[src/rtl/key_gesture_pkg.sv]
// key_gesture_pkg
//   Shared definitions for the key gesture classifier: FSM state encodings,
//   Event_Code values and the internal event flag bundle.
package key_gesture_pkg;

  // FSM state encodings
  localparam logic [2:0] ST_IDLE         = 3'd0;
  localparam logic [2:0] ST_PRESSED      = 3'd1;
  localparam logic [2:0] ST_LONG_HOLD    = 3'd2;
  localparam logic [2:0] ST_WAIT_SECOND  = 3'd3;
  localparam logic [2:0] ST_SECOND_PRESS = 3'd4;

  typedef logic [1:0] ev_code_t;

  // Event_Code values
  localparam ev_code_t EV_SHORT  = 2'd0;
  localparam ev_code_t EV_DOUBLE = 2'd1;
  localparam ev_code_t EV_LONG   = 2'd2;
  localparam ev_code_t EV_REPEAT = 2'd3;

  // One bit per event kind; at most one bit is set in any cycle.
  typedef struct packed {
    logic short_f;
    logic double_f;
    logic long_f;
    logic repeat_f;
  } ev_flags_t;

  function automatic ev_code_t ev_encode(input ev_flags_t f);
    ev_code_t c;
    c = EV_SHORT;
    if (f.double_f) c = EV_DOUBLE;
    if (f.long_f)   c = EV_LONG;
    if (f.repeat_f) c = EV_REPEAT;
    return c;
  endfunction

endpackage

[src/rtl/key_gesture_if.sv]
// key_gesture_if
//   Bundles the debounced key inputs and the classified event outputs.
//   master : debouncer / stimulus side (drives key signals, sees events)
//   slave  : key_gesture side (sees key signals, drives events)
//   Key_P_Flag / Key_R_Flag : one-cycle debounced press / release pulses
//   Key_State               : debounced level, 1 = released, 0 = pressed
//   *_Flag, Event_Valid     : one-cycle event pulses
//   Event_Code              : encoded event, held between events
//   Busy                    : gesture in progress
interface key_gesture_if;
  import key_gesture_pkg::*;

  logic     Key_P_Flag;
  logic     Key_R_Flag;
  logic     Key_State;
  logic     Short_Flag;
  logic     Double_Flag;
  logic     Long_Flag;
  logic     Repeat_Flag;
  logic     Event_Valid;
  ev_code_t Event_Code;
  logic     Busy;

  modport master (
    output Key_P_Flag, Key_R_Flag, Key_State,
    input  Short_Flag, Double_Flag, Long_Flag, Repeat_Flag,
           Event_Valid, Event_Code, Busy
  );

  modport slave (
    input  Key_P_Flag, Key_R_Flag, Key_State,
    output Short_Flag, Double_Flag, Long_Flag, Repeat_Flag,
           Event_Valid, Event_Code, Busy
  );

endinterface

[src/rtl/key_gesture.sv]
// key_gesture
//   Classifies debounced key activity into short-press, double-click,
//   long-press and auto-repeat events.
//   Ports:
//     Clk     : system clock, rising edge
//     Reset_n : asynchronous active-low reset
//     kif     : key_gesture_if.slave (key inputs in, event outputs out)
//   Parameters (cycles, thresholds compared with equality):
//     LONG_CNT : hold time before a long press
//     DBL_CNT  : post-release window for a second press
//     REP_CNT  : auto-repeat period while a long press is held
module key_gesture
  import key_gesture_pkg::*;
#(
  parameter int unsigned LONG_CNT = 50_000_000 - 1,
  parameter int unsigned DBL_CNT  = 15_000_000 - 1,
  parameter int unsigned REP_CNT  = 10_000_000 - 1
) (
  input logic          Clk,
  input logic          Reset_n,
  key_gesture_if.slave kif
);

  logic [2:0]  state, state_nxt;
  logic [31:0] cnt;
  logic        cnt_clr;
  logic        rel;
  ev_flags_t   ev_nxt, ev_q;
  logic        valid_q;
  ev_code_t    code_q;
  logic        busy_q;

  // A high level without the release pulse is still a release: it keeps the
  // FSM from sticking in a "pressed" state if a pulse is ever missed.
  assign rel = kif.Key_R_Flag | kif.Key_State;

  // State register, counter and registered outputs
  always_ff @(posedge Clk or negedge Reset_n) begin
    if (!Reset_n) begin
      state   <= ST_IDLE;
      cnt     <= '0;
      ev_q    <= '0;
      valid_q <= 1'b0;
      code_q  <= EV_SHORT;
      busy_q  <= 1'b0;
    end else begin
      state   <= state_nxt;
      cnt     <= cnt_clr ? 32'd0 : cnt + 32'd1;
      ev_q    <= ev_nxt;
      valid_q <= |ev_nxt;
      if (|ev_nxt) code_q <= ev_encode(ev_nxt);
      busy_q  <= (state_nxt != ST_IDLE);
    end
  end

  // Next state. Release beats a coincident long/repeat threshold and a
  // second press beats a coincident short timeout.
  always_comb begin
    state_nxt = state;
    case (state)
      ST_IDLE:
        if (kif.Key_P_Flag) state_nxt = ST_PRESSED;
      ST_PRESSED:
        if (rel)                  state_nxt = ST_WAIT_SECOND;
        else if (cnt == LONG_CNT) state_nxt = ST_LONG_HOLD;
      ST_LONG_HOLD:
        if (rel) state_nxt = ST_IDLE;
      ST_WAIT_SECOND:
        if (kif.Key_P_Flag)      state_nxt = ST_SECOND_PRESS;
        else if (cnt == DBL_CNT) state_nxt = ST_IDLE;
      ST_SECOND_PRESS:
        if (rel) state_nxt = ST_IDLE;
      default:
        state_nxt = ST_IDLE;
    endcase
  end

  // Event decode, registered into the output flags next edge
  always_comb begin
    ev_nxt = '0;
    case (state)
      ST_PRESSED:
        if (!rel && cnt == LONG_CNT) ev_nxt.long_f = 1'b1;
      ST_LONG_HOLD:
        if (!rel && cnt == REP_CNT) ev_nxt.repeat_f = 1'b1;
      ST_WAIT_SECOND:
        if (!kif.Key_P_Flag && cnt == DBL_CNT) ev_nxt.short_f = 1'b1;
      ST_SECOND_PRESS:
        if (rel) ev_nxt.double_f = 1'b1;
      default: ;
    endcase
  end

  // Counter restarts on every state change, stays at zero where it has no
  // meaning, and restarts each repeat period in LONG_HOLD.
  always_comb begin
    cnt_clr = (state_nxt != state) || (state == ST_IDLE) ||
              (state == ST_SECOND_PRESS) || ev_nxt.repeat_f;
  end

  assign kif.Short_Flag  = ev_q.short_f;
  assign kif.Double_Flag = ev_q.double_f;
  assign kif.Long_Flag   = ev_q.long_f;
  assign kif.Repeat_Flag = ev_q.repeat_f;
  assign kif.Event_Valid = valid_q;
  assign kif.Event_Code  = code_q;
  assign kif.Busy        = busy_q;

endmodule

[src/flat_wrapper.sv]
// flat-port wrapper written by rule: the top's interface ports become plain ports
module key_gesture_flat import key_gesture_pkg::*;
#(
  parameter int unsigned LONG_CNT = 50_000_000 - 1,
  parameter int unsigned DBL_CNT  = 15_000_000 - 1,
  parameter int unsigned REP_CNT  = 10_000_000 - 1
)
  (Clk, Reset_n, kif_Key_P_Flag, kif_Key_R_Flag, kif_Key_State, kif_Short_Flag, kif_Double_Flag, kif_Long_Flag, kif_Repeat_Flag, kif_Event_Valid, kif_Event_Code, kif_Busy);
  key_gesture_if kif_i ();
  input logic Clk;
  input logic Reset_n;
  input wire logic [$bits(kif_i.Key_P_Flag)-1:0] kif_Key_P_Flag;
  input wire logic [$bits(kif_i.Key_R_Flag)-1:0] kif_Key_R_Flag;
  input wire logic [$bits(kif_i.Key_State)-1:0] kif_Key_State;
  output wire logic [$bits(kif_i.Short_Flag)-1:0] kif_Short_Flag;
  output wire logic [$bits(kif_i.Double_Flag)-1:0] kif_Double_Flag;
  output wire logic [$bits(kif_i.Long_Flag)-1:0] kif_Long_Flag;
  output wire logic [$bits(kif_i.Repeat_Flag)-1:0] kif_Repeat_Flag;
  output wire logic [$bits(kif_i.Event_Valid)-1:0] kif_Event_Valid;
  output wire logic [$bits(kif_i.Event_Code)-1:0] kif_Event_Code;
  output wire logic [$bits(kif_i.Busy)-1:0] kif_Busy;
  assign kif_i.Key_P_Flag = kif_Key_P_Flag;
  assign kif_i.Key_R_Flag = kif_Key_R_Flag;
  assign kif_i.Key_State = kif_Key_State;
  assign kif_Short_Flag = kif_i.Short_Flag;
  assign kif_Double_Flag = kif_i.Double_Flag;
  assign kif_Long_Flag = kif_i.Long_Flag;
  assign kif_Repeat_Flag = kif_i.Repeat_Flag;
  assign kif_Event_Valid = kif_i.Event_Valid;
  assign kif_Event_Code = kif_i.Event_Code;
  assign kif_Busy = kif_i.Busy;
  key_gesture #(.LONG_CNT(LONG_CNT), .DBL_CNT(DBL_CNT), .REP_CNT(REP_CNT)) u_core (.Clk(Clk), .Reset_n(Reset_n), .kif(kif_i));
endmodule
[config.mk]
export PLATFORM = sky130hd
export DESIGN_NAME = key_gesture_flat
export DESIGN_NICKNAME = d
export VERILOG_FILES = /design/src/rtl/key_gesture_pkg.sv /design/src/rtl/key_gesture_if.sv /design/src/rtl/key_gesture.sv /design/src/flat_wrapper.sv
export SDC_FILE = /design/constraint.sdc
export NUM_CORES = 1
export LEC_CHECK = 0
export BUFFER_PORTS_ARGS = -buffer_cell sky130_fd_sc_hd__buf_2
export CAP_MARGIN = 20
export CORE_MARGIN = 1
export CORE_UTILIZATION = 25
export CTS_BUF_LIST = sky130_fd_sc_hd__clkbuf_2
export DETAILED_ROUTE_END_ITERATION = 16
export PLACE_DENSITY = 0.41
export RECOVER_POWER = 100
export SKIP_LAST_GASP = 1
export SLEW_MARGIN = 25
export SYNTH_ARGS = -nofsm -noshare
export SYNTH_HDL_FRONTEND = slang
export SYNTH_SLANG_ARGS = --single-unit
[constraint.sdc]
create_clock -name Clk -period 2.7 [get_ports Clk]
set_input_delay 0.405 -clock Clk [delete_from_list [all_inputs] [get_ports Clk]]
set_output_delay 0.405 -clock Clk [all_outputs]
set_load 0.02 [all_outputs]
==> impl_results.rst <==
.. list-table::
   :header-rows: 1

   * - Metric
     - Value
   * - Run status
     - finished clean
   * - Remaining global-route overflow
     - 0
   * - Highest attainable clock frequency
     - 391 MHz
   * - Sequence of cells on the critical path
     - or4_1 -> or4_1 -> or3_4 -> nand2_4 -> nor3_1
   * - Buffers & Inverters on Critical Path
     - 0
   * - Buffers from clock root to sink, at most
     - 2
   * - Worst-Margin Slew
     - 1.42 ns
   * - Total Power
     - 1.61 mW
   * - Post-detail-place hpwl
     - 3630 um
   * - Class of the most critical hold timing path
     - in -> reg
   * - CTS tree
     - built
   * - Slowest-stage cell, CP
     - sky130_fd_sc_hd__or4_1
   * - Pin count of the biggest net entering global routing
     - 33
   * - Largest delay share family, worst path
     - simple AND/OR/NAND/NOR gates
   * - Number of filler cells placed in the layout
     - 966
   * - Count of port buffers added during placement
     - 12
   * - FF+latch count, synth
     - 43
   * - Share of the synthesized area in the top cell type
     - 0.470
   * - Worst setup EP type
     - flop
   * - Number of max-cap violations
     - 0
   * - Cell area after synthesis
     - 0.00229 sq mm
   * - Layout net count
     - 258
   * - Average cell area after synthesis
     - 9.53 sq um
   * - Worst clock skew
     - 0.0310 ns
   * - Final WL
     - 5460 um
   * - WS Path Type
     - reg -> reg
   * - Num rows
     - 34
   * - Number of nets with antenna violations after routing
     - 0
   * - Root Driver
     - sky130_fd_sc_hd__clkbuf_2
   * - Leakage dissipation
     - 0.920 nW
   * - Area taken by flip-flops and latches
     - 0.00108 sq mm
   * - Drt first-iter violations
     - 85
   * - DR vias
     - 1825
   * - Multi-input logic area
     - 0.00110 sq mm
   * - Final Setup Violations
     - 0
   * - Initial cell density of the core
     - 0.260
   * - Ports
     - 13
   * - Total GRT Usage
     - 0.121
   * - Total CTS buffers
     - 5
   * - Biggest area consumer among synthesized cells
     - sky130_fd_sc_hd__dfrtp_1
   * - Number of distinct library cell variants in the gate-level netlist after synthesis
     - 40
   * - Setup TNS
     - 0 ns
   * - CTS clock-pin slew for the worst setup and hold paths
     - 0.25 ns
   * - Number of iterations in the first detailed-routing pass
     - 4
   * - Most used cell along the critical path
     - sky130_fd_sc_hd__or4_1
   * - Sequential cell area fraction in the yosys report
     - 0.470
   * - CTS sink count
     - 43
   * - Hold violation count in the final report
     - 0
   * - Min Tclk post-route
     - 2.56 ns
   * - CORE AREA
     - 0.00881 sq mm
   * - Number of H-tree levels
     - 2
   * - Count of flip-flops with a built-in enable after synthesis
     - 0
   * - Fraction of registers with async set/reset
     - 1.00
   * - Total placed cells including tap cells
     - 352
   * - YS warnings
     - 0
   * - Post-placement cell area
     - 0.00246 sq mm
   * - Cell count after synthesis
     - 240
   * - Slew margin rel.
     - 0.0543
   * - X dimension of the die
     - 97.7 um
   * - Gpl congestion
     - 0.742
   * - Vias per cell
     - 5.06
   * - Most common cell in the synthesized netlist
     - sky130_fd_sc_hd__nor3_1
   * - Largest driver fanout on the critical path
     - 32
   * - Final-report max-slew violation count
     - 0
   * - Share of the clock period used by the worst path
     - 0.947
   * - Maximum single-stage delay on the critical path
     - 0.60 ns
   * - Area Growth Syn to Fin
     - 9.35%
   * - Ratio of total power to cell area
     - 642 mW/mm^2
   * - Post-detailed-route wirelength per cell
     - 15.1 um
   * - Critical path arrival
     - 2.86 ns
   * - Non-filler instance count after layout
     - 361
   * - Die area
     - 0.00954 sq mm
   * - Max IR drop VDD
     - 0.000229 V
   * - Number of global-route vias before repair
     - 1745
   * - Net count after synthesis
     - 246
   * - Most used DFF post-synth
     - sky130_fd_sc_hd__dfrtp_1
   * - Worst skew pair latency
     - 0.42 ns
   * - Diode count
     - 0
   * - Antenna violations before repair
     - 0
   * - Setup repair after global routing missed its margin
     - false
   * - Proportion of layout cells with a drive suffix above 1
     - 0.0870
   * - Chip height
     - 97.7 um
   * - Count of unresolved DRC violations after routing
     - 0
   * - Synth area leaders
     - sky130_fd_sc_hd__dfrtp_1, sky130_fd_sc_hd__nor3_1, sky130_fd_sc_hd__xnor2_1
   * - Commonest cells in the synthesized netlist
     - sky130_fd_sc_hd__nor3_1, sky130_fd_sc_hd__dfrtp_1, sky130_fd_sc_hd__xnor2_1
   * - Global-route wire length before repair
     - 9160 um
   * - Startpoint Class
     - flop
   * - Required time at the worst-slack endpoint
     - 3.00 ns
   * - Final cell area excluding filler cells
     - 0.00250 sq mm
## worst register-to-register path, stage by stage, from the launching register on
cell                      delay [ns]
sky130_fd_sc_hd__dfrtp_1        0.50
sky130_fd_sc_hd__or4_1          0.60
sky130_fd_sc_hd__or4_1          0.49
sky130_fd_sc_hd__or3_4          0.43
sky130_fd_sc_hd__nand2_4        0.32
sky130_fd_sc_hd__nor3_1         0.12
## flip-flops by register name, summed over array words and instances (netlist names)
signal / cells
u_core.kif.Event_Valid: 1
u_core.cnt: 32
u_core.kif.Short_Flag: 1
u_core.kif.Event_Code: 2
u_core.state: 3
u_core.kif.Long_Flag: 1
u_core.kif.Busy: 1
u_core.kif.Repeat_Flag: 1
u_core.kif.Double_Flag: 1
## where the power goes
group	leakage, nW	internal, mW	switching [mW]
logic	0.307	0.159	0.377
clock network	0.0250	0.0614	0.237
registers	0.589	0.701	0.0712
## kinds of logic after synthesis
family / Yosys count / synth area share
AOI/OAI and AO/OA: 12 / 0.0399
xor gates and xnor gates: 30 / 0.115
adders and majority gates: 1 / 0.00547
buffers and inverters: 22 / 0.0481
and+or+nand+nor: 132 / 0.321
DFF: 43 / 0.470
## metal layers
| metal | vias up | global-route usage | part of all wire |
|---|---|---|---|
| met5 | - | 0 | 0 |
| met4 | 0 | 0.0373 | 0.013 |
| met3 | 9 | 0.0266 | 0.040 |
| met2 | 38 | 0.189 | 0.44 |
| met1 | 900 | 0.166 | 0.50 |
| li1 | 878 | - | - |
## layout by cell type (no fill, tap or decap), types with 5 or more instances in the layout
cell                       count
sky130_fd_sc_hd__dfrtp_1      43
sky130_fd_sc_hd__clkbuf_2      6
sky130_fd_sc_hd__nor4_1        8
sky130_fd_sc_hd__nand4_1       8
sky130_fd_sc_hd__nand3_1      15
sky130_fd_sc_hd__clkbuf_1      9
sky130_fd_sc_hd__nand2_1      13
sky130_fd_sc_hd__nor3_1       45
sky130_fd_sc_hd__nor2_1       14
sky130_fd_sc_hd__inv_1         9
sky130_fd_sc_hd__xnor2_1      25
sky130_fd_sc_hd__xor2_1        5
## final timing paths
| check | start | endpoint | slack [ns] | cells after the start |
|---|---|---|---|---|
| max in group asynchronous | Reset_n | u_core.cnt[26] | 0.67 | 3 |
| worst min-delay path | kif_Key_P_Flag | u_core.state[2] | 0.33 | 2 |
| worst max-delay path | u_core.cnt[28] | u_core.cnt[30] | 0.14 | 5 |
| worst min register to register | u_core.cnt[0] | u_core.cnt[0] | 0.53 | 1 |
| worst max register to register | u_core.cnt[28] | u_core.cnt[30] | 0.14 | 5 |
| min in group asynchronous | Reset_n | u_core.kif.Repeat_Flag | 0.79 | 2 |
## per-stage QoR
step                 util  hold slack [ns]  setup WS [ns]
floorplan               -            0.109          0.484
global route        0.284            0.272         0.0657
finish              0.284            0.328          0.143
CTS                 0.286            0.288          0.184
detailed placement  0.280            0.457          0.220
global placement    0.280            0.447          0.246
## layout make-up
type | count | area share
flip-flops and latches | 43 | 0.430
clock buffers | 5 | 0.0100
repair buffers | 18 | 0.0425
well taps | 108 | 0.0540
inverters | 9 | 0.0135
clock inverters | 3 | 0.00800
multi-input cells | 175 | 0.442
## what timing repair did
item                      4_1_cts  5_1_grt
hold buffers                    1        0
setup buffers                   0        0
resized for setup               0        0
hold endpoints to repair       24        0
No activity file was read; power rests on OpenSTA's default activity.
